$ cat src/rtl/ranked_time_pkg.sv
// Shared definitions for the ranked time board: FSM states, mode codes
// and list indices.
package ranked_time_pkg;

    typedef enum logic [1:0] {
        ST_IDLE  = 2'd0,
        ST_SCAN  = 2'd1,
        ST_WRITE = 2'd2
    } state_t;

    // Offer modes: fast lists rank smaller times first, slow lists larger.
    localparam logic [1:0] MODE_FAST = 2'b10;
    localparam logic [1:0] MODE_SLOW = 2'b01;

    // Storage index of each list.
    localparam logic LIST_FAST = 1'b0;
    localparam logic LIST_SLOW = 1'b1;

endpackage

$ cat src/rtl/ranked_time_board_rank_locator.sv
// rank_locator: finds where a new time belongs in one sorted list.
// Ties fall after existing equal entries because only a strictly worse
// entry (or an empty slot) yields its place.
module rank_locator #(
    parameter int TIME_W = 22,
    parameter int DEPTH  = 3,
    parameter int RANK_W = 2
) (
    input  logic [DEPTH-1:0][TIME_W-1:0] entries,
    input  logic [DEPTH-1:0]             valid,
    input  logic [TIME_W-1:0]            new_time,
    input  logic                         larger_wins,
    output logic [RANK_W-1:0]            pos,
    output logic                         found
);

    // Priority search from the worst rank upwards so the best qualifying rank wins.
    always_comb begin
        pos   = '0;
        found = 1'b0;
        for (int i = DEPTH - 1; i >= 0; i--) begin
            if (!valid[i] ||
                (larger_wins ? (new_time > entries[i]) : (new_time < entries[i]))) begin
                pos   = RANK_W'(i);
                found = 1'b1;
            end
        end
    end

endmodule

$ cat src/rtl/ranked_time_board.sv
// ranked_time_board: two ranked lists (fast/slow) of finished times with a
// three-state insert FSM and a registered read port.
// Optional build macro RANKED_TIME_BOARD_STRETCH_EN stretches rank_hit and
// rank_miss to 2**16 cycles for buzzer drive.
module ranked_time_board
    import ranked_time_pkg::*;
#(
    parameter int TIME_W = 22,
    parameter int DEPTH  = 3,
    parameter int RANK_W = (DEPTH > 1) ? $clog2(DEPTH) : 1
) (
    input  logic              clk,
    input  logic              rst_n,
    input  logic              in_valid,
    output logic              in_ready,
    input  logic [TIME_W-1:0] in_time,
    input  logic [1:0]        in_mode,
    input  logic [1:0]        clr_list,
    input  logic              rd_list,
    input  logic [RANK_W-1:0] rd_rank,
    output logic [TIME_W-1:0] rd_time,
    output logic              rd_valid,
    output logic [DEPTH-1:0]  rd_led,
    output logic [DEPTH-1:0]  rank_hit,
    output logic              rank_miss
);

    state_t state;
    state_t state_nx;

    logic [TIME_W-1:0] cap_time;
    logic [1:0]        cap_mode;
    logic              cap_list;
    logic              cap_discard;

    logic [RANK_W-1:0] loc_pos;
    logic              loc_found;
    logic [RANK_W-1:0] pos_q;
    logic              found_q;

    logic [DEPTH-1:0][TIME_W-1:0] tbl [2];
    logic [DEPTH-1:0]             vld [2];

    logic             accept;
    logic             abort;
    logic             write_en;
    logic             miss_ev;
    logic [DEPTH-1:0] hit_vec;
    logic [DEPTH-1:0] hit_q;
    logic             miss_q;

    assign accept   = in_valid && in_ready;
    // A clear aimed at the list being inserted into cancels the insertion.
    assign abort    = (state != ST_IDLE) && clr_list[cap_list];
    assign write_en = (state == ST_WRITE) && found_q && !cap_discard && !abort;
    assign miss_ev  = (state == ST_WRITE) && !found_q && !cap_discard && !abort;

    // FSM state register.
    always_ff @(posedge clk) begin
        if (!rst_n) begin
            state <= ST_IDLE;
        end else begin
            state <= state_nx;
        end
    end

    // FSM next-state logic.
    always_comb begin
        state_nx = state;
        case (state)
            ST_IDLE:  if (accept) state_nx = ST_SCAN;
            ST_SCAN:  state_nx = abort ? ST_IDLE : ST_WRITE;
            ST_WRITE: state_nx = ST_IDLE;
            default:  state_nx = ST_IDLE;
        endcase
    end

    // FSM outputs: offers are taken only while idle and out of reset.
    always_comb begin
        in_ready = rst_n && (state == ST_IDLE);
    end

    // Capture the offer and, during SCAN, the located insertion rank.
    always_ff @(posedge clk) begin
        if (accept) begin
            cap_time    <= in_time;
            cap_mode    <= in_mode;
            cap_list    <= (in_mode == MODE_SLOW) ? LIST_SLOW : LIST_FAST;
            cap_discard <= ((in_mode != MODE_FAST) && (in_mode != MODE_SLOW)) ||
                           (in_time == '0);
        end
        if (state == ST_SCAN) begin
            pos_q   <= loc_pos;
            found_q <= loc_found;
        end
    end

    rank_locator #(
        .TIME_W (TIME_W),
        .DEPTH  (DEPTH),
        .RANK_W (RANK_W)
    ) u_rank_locator (
        .entries     (tbl[cap_list]),
        .valid       (vld[cap_list]),
        .new_time    (cap_time),
        .larger_wins (cap_mode == MODE_SLOW),
        .pos         (loc_pos),
        .found       (loc_found)
    );

    // List storage: shift-and-insert on WRITE, clears override everything.
    always_ff @(posedge clk) begin
        if (!rst_n) begin
            for (int l = 0; l < 2; l++) begin
                tbl[l] <= '0;
                vld[l] <= '0;
            end
        end else begin
            if (write_en) begin
                for (int i = 1; i < DEPTH; i++) begin
                    if (i > int'(pos_q)) begin
                        tbl[cap_list][i] <= tbl[cap_list][i-1];
                        vld[cap_list][i] <= vld[cap_list][i-1];
                    end
                end
                for (int i = 0; i < DEPTH; i++) begin
                    if (i == int'(pos_q)) begin
                        tbl[cap_list][i] <= cap_time;
                        vld[cap_list][i] <= 1'b1;
                    end
                end
            end
            for (int l = 0; l < 2; l++) begin
                if (clr_list[l]) begin
                    tbl[l] <= '0;
                    vld[l] <= '0;
                end
            end
        end
    end

    // One-hot image of the landing rank.
    always_comb begin
        hit_vec = '0;
        for (int i = 0; i < DEPTH; i++) begin
            hit_vec[i] = (i == int'(pos_q));
        end
    end

`ifdef RANKED_TIME_BOARD_STRETCH_EN
    logic [15:0] stretch_cnt;

    // Event pulses held for 2**16 cycles, restarted by each new event.
    always_ff @(posedge clk) begin
        if (!rst_n) begin
            hit_q       <= '0;
            miss_q      <= 1'b0;
            stretch_cnt <= '0;
        end else if (write_en || miss_ev) begin
            hit_q       <= write_en ? hit_vec : '0;
            miss_q      <= miss_ev;
            stretch_cnt <= '1;
        end else if (stretch_cnt != '0) begin
            stretch_cnt <= stretch_cnt - 16'd1;
        end else begin
            hit_q  <= '0;
            miss_q <= 1'b0;
        end
    end
`else
    // Event pulses last the single cycle after WRITE.
    always_ff @(posedge clk) begin
        if (!rst_n) begin
            hit_q  <= '0;
            miss_q <= 1'b0;
        end else begin
            hit_q  <= write_en ? hit_vec : '0;
            miss_q <= miss_ev;
        end
    end
`endif

    assign rank_hit  = hit_q;
    assign rank_miss = miss_q;

    // Registered read port; out-of-range ranks read as empty with a dark LED bar.
    always_ff @(posedge clk) begin
        if (!rst_n) begin
            rd_time  <= '0;
            rd_valid <= 1'b0;
            rd_led   <= '0;
        end else begin
            rd_time  <= '0;
            rd_valid <= 1'b0;
            for (int i = 0; i < DEPTH; i++) begin
                if (i == int'(rd_rank)) begin
                    rd_time  <= vld[rd_list][i] ? tbl[rd_list][i] : '0;
                    rd_valid <= vld[rd_list][i];
                end
                rd_led[i] <= (int'(rd_rank) < DEPTH) && (i <= int'(rd_rank));
            end
        end
    end

endmodule

$ cat config.mk
export PLATFORM = sky130hd
export DESIGN_NAME = ranked_time_board
export DESIGN_NICKNAME = d
export VERILOG_FILES = /design/src/rtl/ranked_time_pkg.sv /design/src/rtl/ranked_time_board_rank_locator.sv /design/src/rtl/ranked_time_board.sv
export SDC_FILE = /design/constraint.sdc
export NUM_CORES = 1
export LEC_CHECK = 0
export ABC_AREA = 0
export ABC_CLOCK_PERIOD_IN_PS = 3600
export CAP_MARGIN = 20
export CORE_MARGIN = 2
export CORE_UTILIZATION = 35
export CTS_BUF_LIST = sky130_fd_sc_hd__clkbuf_2 sky130_fd_sc_hd__clkbuf_4 sky130_fd_sc_hd__clkbuf_8
export DETAILED_ROUTE_END_ITERATION = 8
export GPL_ROUTABILITY_DRIVEN = 0
export SLEW_MARGIN = 20
export SYNTH_ARGS = -nofsm -noshare
export SYNTH_HDL_FRONTEND = slang
export SYNTH_SLANG_ARGS = --single-unit
$ cat constraint.sdc
create_clock -name clk -period 3.6 [get_ports clk]
set_input_delay 0.36 -clock clk [delete_from_list [all_inputs] [get_ports clk]]
set_output_delay 0.36 -clock clk [all_outputs]
set_load 0.02 [all_outputs]
======== After elaboration in Yosys (flattened, before gate mapping) ========
Memories as Yosys holds them, arrays and structs flattened. A register that Yosys moved wholly into a read port is not among the register bits.
Index checks and enable logic that the tools add are counted.
Widths: inputs -> output; s select.
word-level totals
  bits in latches ......................... 0
  memories ................................ 2
  output and inout bits ................... 31
  bits in registers ....................... 61
  input bits .............................. 32
  word-level logic and storage cells ...... 133
  ROM bits ................................ 0
  memory bits (writable) .................. 138
memories
  memory  depth  bits a word  read ports  clocked after memory_dff  write ports  line                     RTL
  tbl     2      66           2           1                         3            ranked_time_board.sv:41  logic [DEPTH-1:0][TIME_W-1:0] tbl [2];
  vld     2      3            2           1                         3            ranked_time_board.sv:42  logic [DEPTH-1:0] vld [2];
operators by class
  equal/unequal tests ..................... 11
  mux-type cells .......................... 58
  divide/modulo/power cells ............... 0
  multipliers ............................. 0
  magnitude comparators ................... 12
  reduce and logical (&&, ||, !) cells .... 29
  bitwise gates (word level) .............. 8
  $add $sub $neg .......................... 0
  shift-type cells ........................ 0
operators by type and width
  cell                number
  $mux 22             8
  $mux 66             2
  $gt 22x22->1        3
  $lt 22x22->1        3
  $mux 1              42
  $logic_not 22->1    1
  $logic_and 1x1->1   12
  $eq 2x2->1 const A  4
  $or 1x1->1          8
  $eq 2x1->1 const B  3
  $logic_not 1->1     6
  $logic_not 2->1     3
  $mux 2              3
  $mux 3              2
  $logic_or 1x1->1    4
  $ne 2x2->1 const B  2
  $pmux 2 s2          1
  $eq 2x2->1 const B  1
  $gt 1x2->1 const A  1
  $gt 2x2->1 const A  1
  $le 1x2->1 const A  1
  $le 2x2->1 const A  1
  $lt 1x2->1 const B  1
  $lt 2x2->1 const B  1
  other kinds (4)     4

======== Longest topological paths before layout ========
Gate-level depths: netlist of the first run.
  depth after elaboration ................. 9
  depth in mapped cells ................... 11
  mapped depth without buffers ............ 8

======== Hierarchy ========
From an unflattened synthesis of the first run, not the netlist that was laid out.
unflattened totals
  cells, all modules ...................... 997
  area, all modules ....................... 11632.4 sq um
by module, submodules not included
  module             times used  cells an instance  sequential area each (sq um)  area an instance (sq um)
  ranked_time_board  1           761                5655.4                        9918.3
  rank_locator       1           236                0.0                           1714.1

======== Worst setup path before layout of the first run ========
OpenSTA, ideal clock, no wires.
  path type ............................... register to register
  start point ............................. register with a tool-made name
  end point ............................... register pos_q[1] (data pin)
  setup time .............................. 0.256 ns
  arrival ................................. 3.441 ns
  slack ................................... -0.096 ns
  path buffers ............................ 3
  cell stages (with the launch flop) ...... 11
  clock period less this slack ............ 3.696 ns
  required time ........................... 3.344 ns
  cell sequence ........................... dfxtp_1 -> clkbuf_1 -> clkbuf_1 -> buf_1 -> mux2i_1 -> ha_1 -> and4_2 -> a221o_1 -> a221o_1 -> or4_1 -> and4_1
RTL lines
  what                  line                     RTL
  to (signal assigned)  ranked_time_board.sv:93  pos_q <= loc_pos;
  to (decl)             ranked_time_board.sv:38  logic [RANK_W-1:0] pos_q;

==> out/summary.txt, run 1 <==
Clock transition at path regs -> 0.12 ns
vias in the first global route -> 7031
synthesized area per cell -> 11.73 µm²
Layout Nets -> 1070
postcts setup bufs -> 0
routed vias/inst -> 5.376
io pins -> 63
post-DR wirelength/cell -> 20.22 µm
TritonCTS clock tree -> built
CP endpoint -> found_q
DR iter-0 viols -> 753
placed cells -> 1344
required time of the worst setup path -> 3.84 ns
Startpoint Class -> flip-flop
GRT Resource Usage Total -> 0.1783
final cell count without fillers -> 1376
critical path class -> reg -> reg
commonest non-fill, non-tap cell in the layout -> edfxtp_1
most frequent cells in the layout -> edfxtp_1 (165), mux2i_1 (93), nor2_1 (93), mux2_2 (71), ha_1 (71)
area added between synthesis and finish -> 14.40%
Die Y -> 179.3 µm
Netlist cell types -> 51
Final Worst Setup Slack -> 0.3777 ns
Post-CTS Resized -> 0
Slew Viols, Final -> 0
final global-route overflow total -> 0
final antenna diode count -> 0
hold_ws -> 0.4449 ns
pre-CTS WS -> 0.3892 ns
Skew-Pair Late Insertion Delay -> 0.49 ns
CTS Buf Count -> 17
final hold violations -> 0
synth top area cells -> edfxtp_1 (46%), mux2i_1 (8.7%), ha_1 (8.3%)
Fmax -> 0.3103 GHz
crit path cell chain -> buf_4 -> mux2i_1 -> ha_1 -> a21oi_1 -> o21ai_0 -> a221oi_1 -> o211ai_1 -> a211oi_1 -> nand4_1
worst reg2reg path depth -> 9
Tmin final -> 3.222 ns
EDFF count, synth -> 165
Leak -> 4.758 nW
area of the multi-input gates -> 4788 µm²
DP HPWL -> 19950 µm
Syn Std Cell Area -> 10760 µm²
TNS Setup -> 0 ns
Pwr Density -> 386.8 nW/µm²
RSZ-0062 raised after global routing -> false
placed cell areas -> 11870 µm²
Synth async-reset ratio -> 0
H-tree Lvls -> 4
worst hold stages -> 1
Die Width -> 179.3 µm
Synth Flop Type -> edfxtp_1
Rel. slew slack -> 0.3788
Worst VDD drop -> 235.1 µV
final total power -> 4.760 mW
share of the synthesized area in the top cell type -> 0.4607
worst slew pin tran -> 0.9296 ns
final WL -> 27820 µm
final setup skew -> 0.02510 ns
CP max-delay cell -> a221oi_1
layout cells sized above 1 -> 0.1459
fin crit share -> 0.8951
post-synthesis net count -> 1020
Core Area -> 30430 µm²
design area -> 12300 µm²
Worst Path Arrival -> 3.46 ns
largest net degree at the start of global routing -> 46
first-pass GRT wire length -> 42420 µm
register area -> 5659 µm²
# hold bufs at CTS -> 0
vias post-DR -> 7397
FF+latch count, synth -> 200
maxcap violations -> 0
Ys Warns -> 0
initial antenna violation count -> 0
number of setup violations in the final report -> 0
Die ar. -> 32150 µm²
outcome -> finished clean
Root Buffer -> clkbuf_8
Util after Layout -> 0.4044
area leader, netlist -> edfxtp_1
Layout fillers -> 2920
post-route ant nets -> 0
worst reg2reg endpoint -> found_q
Starting Density -> 0.3535
CP max stage delay -> 0.56 ns
Cell Rows -> 64
Worst Path Max Fanout -> 20
Longest Clk Path Bufs -> 2
Crit. End Element -> flip-flop
min-delay worst type -> in -> reg
cell count after synthesis -> 917
register-to-register setup slack -> 0.38 ns
Port Buf Inserts -> 62
CTS sink count -> 200
register area share after synthesis -> 0.5258
drt pass-1 iters -> 5
drt drc -> 0
-- worst min-delay path by stage --
stage,from,end
finish,in_time[11],cap_time[11]
global route,in_time[9],cap_time[9]
CTS,in_time[11],cap_time[11]
detailed placement,vld[0][0],vld[0][0]
global placement,vld[0][0],vld[0][0]
floorplan,found_q,rank_miss
-- critical path, delay by kind of cell, from the launching register on --
kind | cells | cell delay [ns]
multiplexers | 1 | 0.30
flip-flops | 1 | 0.50
adder cells (fa/ha/maj) | 1 | 0.29
AO/OA/AOI/OAI | 5 | 1.35
AND/OR/NAND/NOR | 1 | 0.12
buffers and inverters | 1 | 0.40
-- logic make-up after synthesis --
| group | synth area share |
|---|---|
| multiplexers | 0.1609 |
| AO/OA/AOI/OAI | 0.08341 |
| buffers and inverters | 0.03153 |
| flip-flops | 0.5258 |
| adder cells (fa/ha/maj) | 0.08260 |
| AND/OR/NAND/NOR | 0.1158 |
-- metal layers --
metal  track usage  share of wire
met5             0              0
met4       0.04435          0.011
met3       0.02523          0.059
met2        0.2538           0.42
met1        0.2813           0.51
-- sequential cells by signal (all words and copies together), names as in the netlist, named ones only --
| signal | count |
|---|---|
| rd_valid | 1 |
| state | 2 |
| pos_q | 2 |
| cap_discard | 1 |
| rank_hit | 3 |
| cap_list | 1 |
| cap_time | 22 |
| rd_led | 3 |
| found_q | 1 |
| rank_miss | 1 |
| rd_time | 22 |
| tbl | 132 |
| cap_mode | 2 |
| vld | 6 |
-- layout make-up --
type	count	share of cell area
inverter	31	0.009457
sequential	200	0.4599
timing repair buffer	86	0.06589
clock buffer	17	0.01902
multi-input combinational	631	0.3892
tap	396	0.04027
clock inverter	15	0.01627
-- report_power, final --
group	internal, mW	leakage, nW	switching, mW	total [mW]
registers	2.58	2.07	0.0654	2.65
logic	0.241	2.47	0.310	0.551
clock network	0.659	0.220	0.903	1.56
-- cell usage after synthesis, drive strengths merged (27+ instances only) --
| cell type | instances |
|---|---|
| edfxtp | 165 |
| mux2i | 93 |
| nor2 | 93 |
| ha | 71 |
| mux2 | 71 |
| nor3 | 45 |
| nand2 | 41 |
| clkbuf | 36 |
| o21ai | 36 |
| dfxtp | 35 |
| inv | 31 |
| a21oi | 28 |
| and2 | 27 |
Note: power is estimated with default switching activity, not from simulation.
==> inputs of run 2 (changes only) <==
- RECOVER_POWER: not set -> 25
- SETUP_SLACK_MARGIN: not set -> 0.02
==> run 2 against run 1 <==
Effect of this change: the flow now finishes with violations (max-capacitance violations, max-slew violations); via count down 0.26%; non-clock buffer count unchanged; sequential power about the same; die area unchanged; sequential share of layout area about the same; clock power about the same; first-iteration DRC count up 3.5%; maximum frequency down 0.14%; highest routed layer unchanged; count of clock-buffer cells in the layout unchanged; routed wire length down 0.47%; largest cell class unchanged; critical path type is now in -> out.
==> out/summary.txt, run 2 (synthesis gave the netlist of run 1 again) <==
Slew Viols, Final -> 60 (+60)
Leak -> 4.839 nW (+1.7%)
CTS sink count -> 200 (unchanged)
Root Buffer -> clkbuf_8
TNS Setup -> 0 ns (unchanged)
final total power -> 4.753 mW (-0.13%)
drt drc -> 0 (unchanged)
postcts setup bufs -> 0 (unchanged)
area added between synthesis and finish -> 14.29%
Fmax -> 0.3099 GHz (-0.14%)
post-DR wirelength/cell -> 20.11 µm (-0.54%)
Die Width -> 179.3 µm (unchanged)
GRT Resource Usage Total -> 0.1783 (unchanged)
Core Area -> 30430 µm² (unchanged)
layout cells sized above 1 -> 0.1429 (-0.003061)
switching part of the total power -> 0.2695 (+0.0009325)
Skew-Pair Late Insertion Delay -> 0.49 ns (about the same)
number of setup violations in the final report -> 0 (unchanged)
Cell Rows -> 64 (unchanged)
largest net degree at the start of global routing -> 46 (unchanged)
Tmin final -> 3.227 ns (+0.004528 ns)
Port Buf Inserts -> 62 (unchanged)
Pwr Density -> 386.7 nW/µm² (about the same)
critical path class -> in -> out
maxcap violations -> 2 (+2)
H-tree Lvls -> 4 (unchanged)
Top reg by flops -> tbl
final hold violations -> 0 (unchanged)
fin crit share -> 0.8963 (+0.001258)
io pins -> 63 (unchanged)
failing checks -> max-capacitance violations, max-slew violations
Longest Clk Path Bufs -> 2 (unchanged)
Startpoint Class -> primary input
share of power burned in registers -> 0.557 (about the same)
Worst Path Arrival -> 2.87 ns (-0.59 ns)
Die Y -> 179.3 µm (unchanged)
CTS Buf Count -> 17 (unchanged)
placed cell areas -> 11870 µm² (unchanged)
pre-CTS WS -> 0.3892 ns (unchanged)
max reg flops -> 132 (unchanged)
Top Registers -> tbl: 132 flops, cap_time: 22 flops, rd_time: 22 flops
Clock Power Share -> 0.330 (+0.002)
drt pass-1 iters -> 6 (+1)
TritonCTS clock tree -> built
CP top delay family -> buffers and inverters
min-delay worst type -> in -> reg
DR iter-0 viols -> 779 (+3.5%)
commonest non-fill, non-tap cell in the layout -> edfxtp_1
vias post-DR -> 7378 (-0.26%)
Layout fillers -> 2924 (+0.14%)
Crit. End Element -> primary output
sum of buffers and inverters on the critical path -> 3 (+2)
Die ar. -> 32150 µm² (unchanged)
RSZ-0062 raised after global routing -> false
# hold bufs at CTS -> 0 (unchanged)
worst slew pin tran -> 1.925 ns (+0.9958 ns)
Post-CTS Resized -> 0 (unchanged)
Worst VDD drop -> 235.7 µV (+0.25%)
Internal -> 3.472 mW (-0.26%)
most frequent cells in the layout -> edfxtp_1 (165), mux2i_1 (93), nor2_1 (93), mux2_2 (71), ha_1 (71)
crit path cell chain -> dlygate4sd3_1 -> clkbuf_1 -> nor3b_1 -> clkdlybuf4s50_1
vias in the first global route -> 7031 (unchanged)
CP max-delay cell -> clkbuf_1
Worst Path Max Fanout -> 30 (+50%)
Rel. slew slack -> -0.2862 (-0.6650)
CP max stage delay -> 0.94 ns (+0.38 ns)
outcome -> finished with violations
Layout Nets -> 1070 (unchanged)
Final Worst Setup Slack -> 0.3732 ns (-0.004528 ns)
final global-route overflow total -> 0 (unchanged)
Starting Density -> 0.3535 (unchanged)
required time of the worst setup path -> 3.24 ns (-0.60 ns)
routed vias/inst -> 5.358 (-0.33%)
first-pass GRT wire length -> 42420 µm (unchanged)
final WL -> 27690 µm (-0.47%)
initial antenna violation count -> 0 (unchanged)
DP HPWL -> 19950 µm (unchanged)
Clock transition at path regs -> 0.11 ns (about the same)
Combinational Power Share -> 0.114 (-0.002)
design area -> 12290 µm² (-0.10%)
post-route ant nets -> 0 (unchanged)
Net Sw Power -> 1.281 mW (+0.21%)
final setup skew -> 0.02393 ns (-0.001170 ns)
Util after Layout -> 0.4039 (-0.0004120)
run 2: through the flow:
step / std cells / hold WS [ns]
5_1_grt: 1376 / 0.4499
4_1_cts: 1376 / 0.4169
6_report: 1377 / 0.4376
3_5_place_dp: 1344 / 0.4720
3_3_place_gp: 1344 / 0.4667
2_1_floorplan: 917 / 0.4075
run 2: worst reg2reg max path, stage by stage, from the launching register on:
cell and delay [ns]:
dfxtp_4 0.50, buf_4 0.39, mux2i_1 0.31, ha_1 0.29, a21oi_1 0.17, o21ai_0 0.12
a221oi_1 0.56, o211ai_1 0.14, a211oi_1 0.35, nand4_1 0.12
run 2: power groups by stage:
stage,clock network [mW],registers (mW),logic [mW]
after CTS,1.60,2.65,0.551
after floorplan,0,2.68,0.365
after global routing,1.69,2.66,0.597
after detailed placement,0,2.70,0.549
final,1.57,2.65,0.541
after global placement,0,2.70,0.540
run 2: routing by layer:
metal  wire length (µm)  GRT usage
met3               1496    0.02523
met1              14200     0.2813
met5                  0          0
met4                344    0.04435
met2              11650     0.2538
run 2: path summary, 6_finish.rpt:
kind / depth (start not counted) / slack, ns / start / to
max: 4 / 0.37 / rst_n / in_ready
max reg2reg: 9 / 0.39 / flip-flop / found_q
min reg2reg: 2 / 0.49 / vld[0][0] / vld[0][0]
min: 2 / 0.44 / in_valid / state[0]
run 2: final cells by class:
type / count / area [µm²] / share of cell area
Sequential cell: 200 / 5659 / 0.4604
Antenna cell: 1 / 2.502 / 0.0002036
Inverter: 31 / 116.4 / 0.009467
Multi-Input combinational cell: 631 / 4781 / 0.3889
Clock buffer: 17 / 234.0 / 0.01903
Tap cell: 396 / 495.5 / 0.04031
Timing Repair Buffer: 86 / 803.3 / 0.06535
Clock inverter: 15 / 200.2 / 0.01629
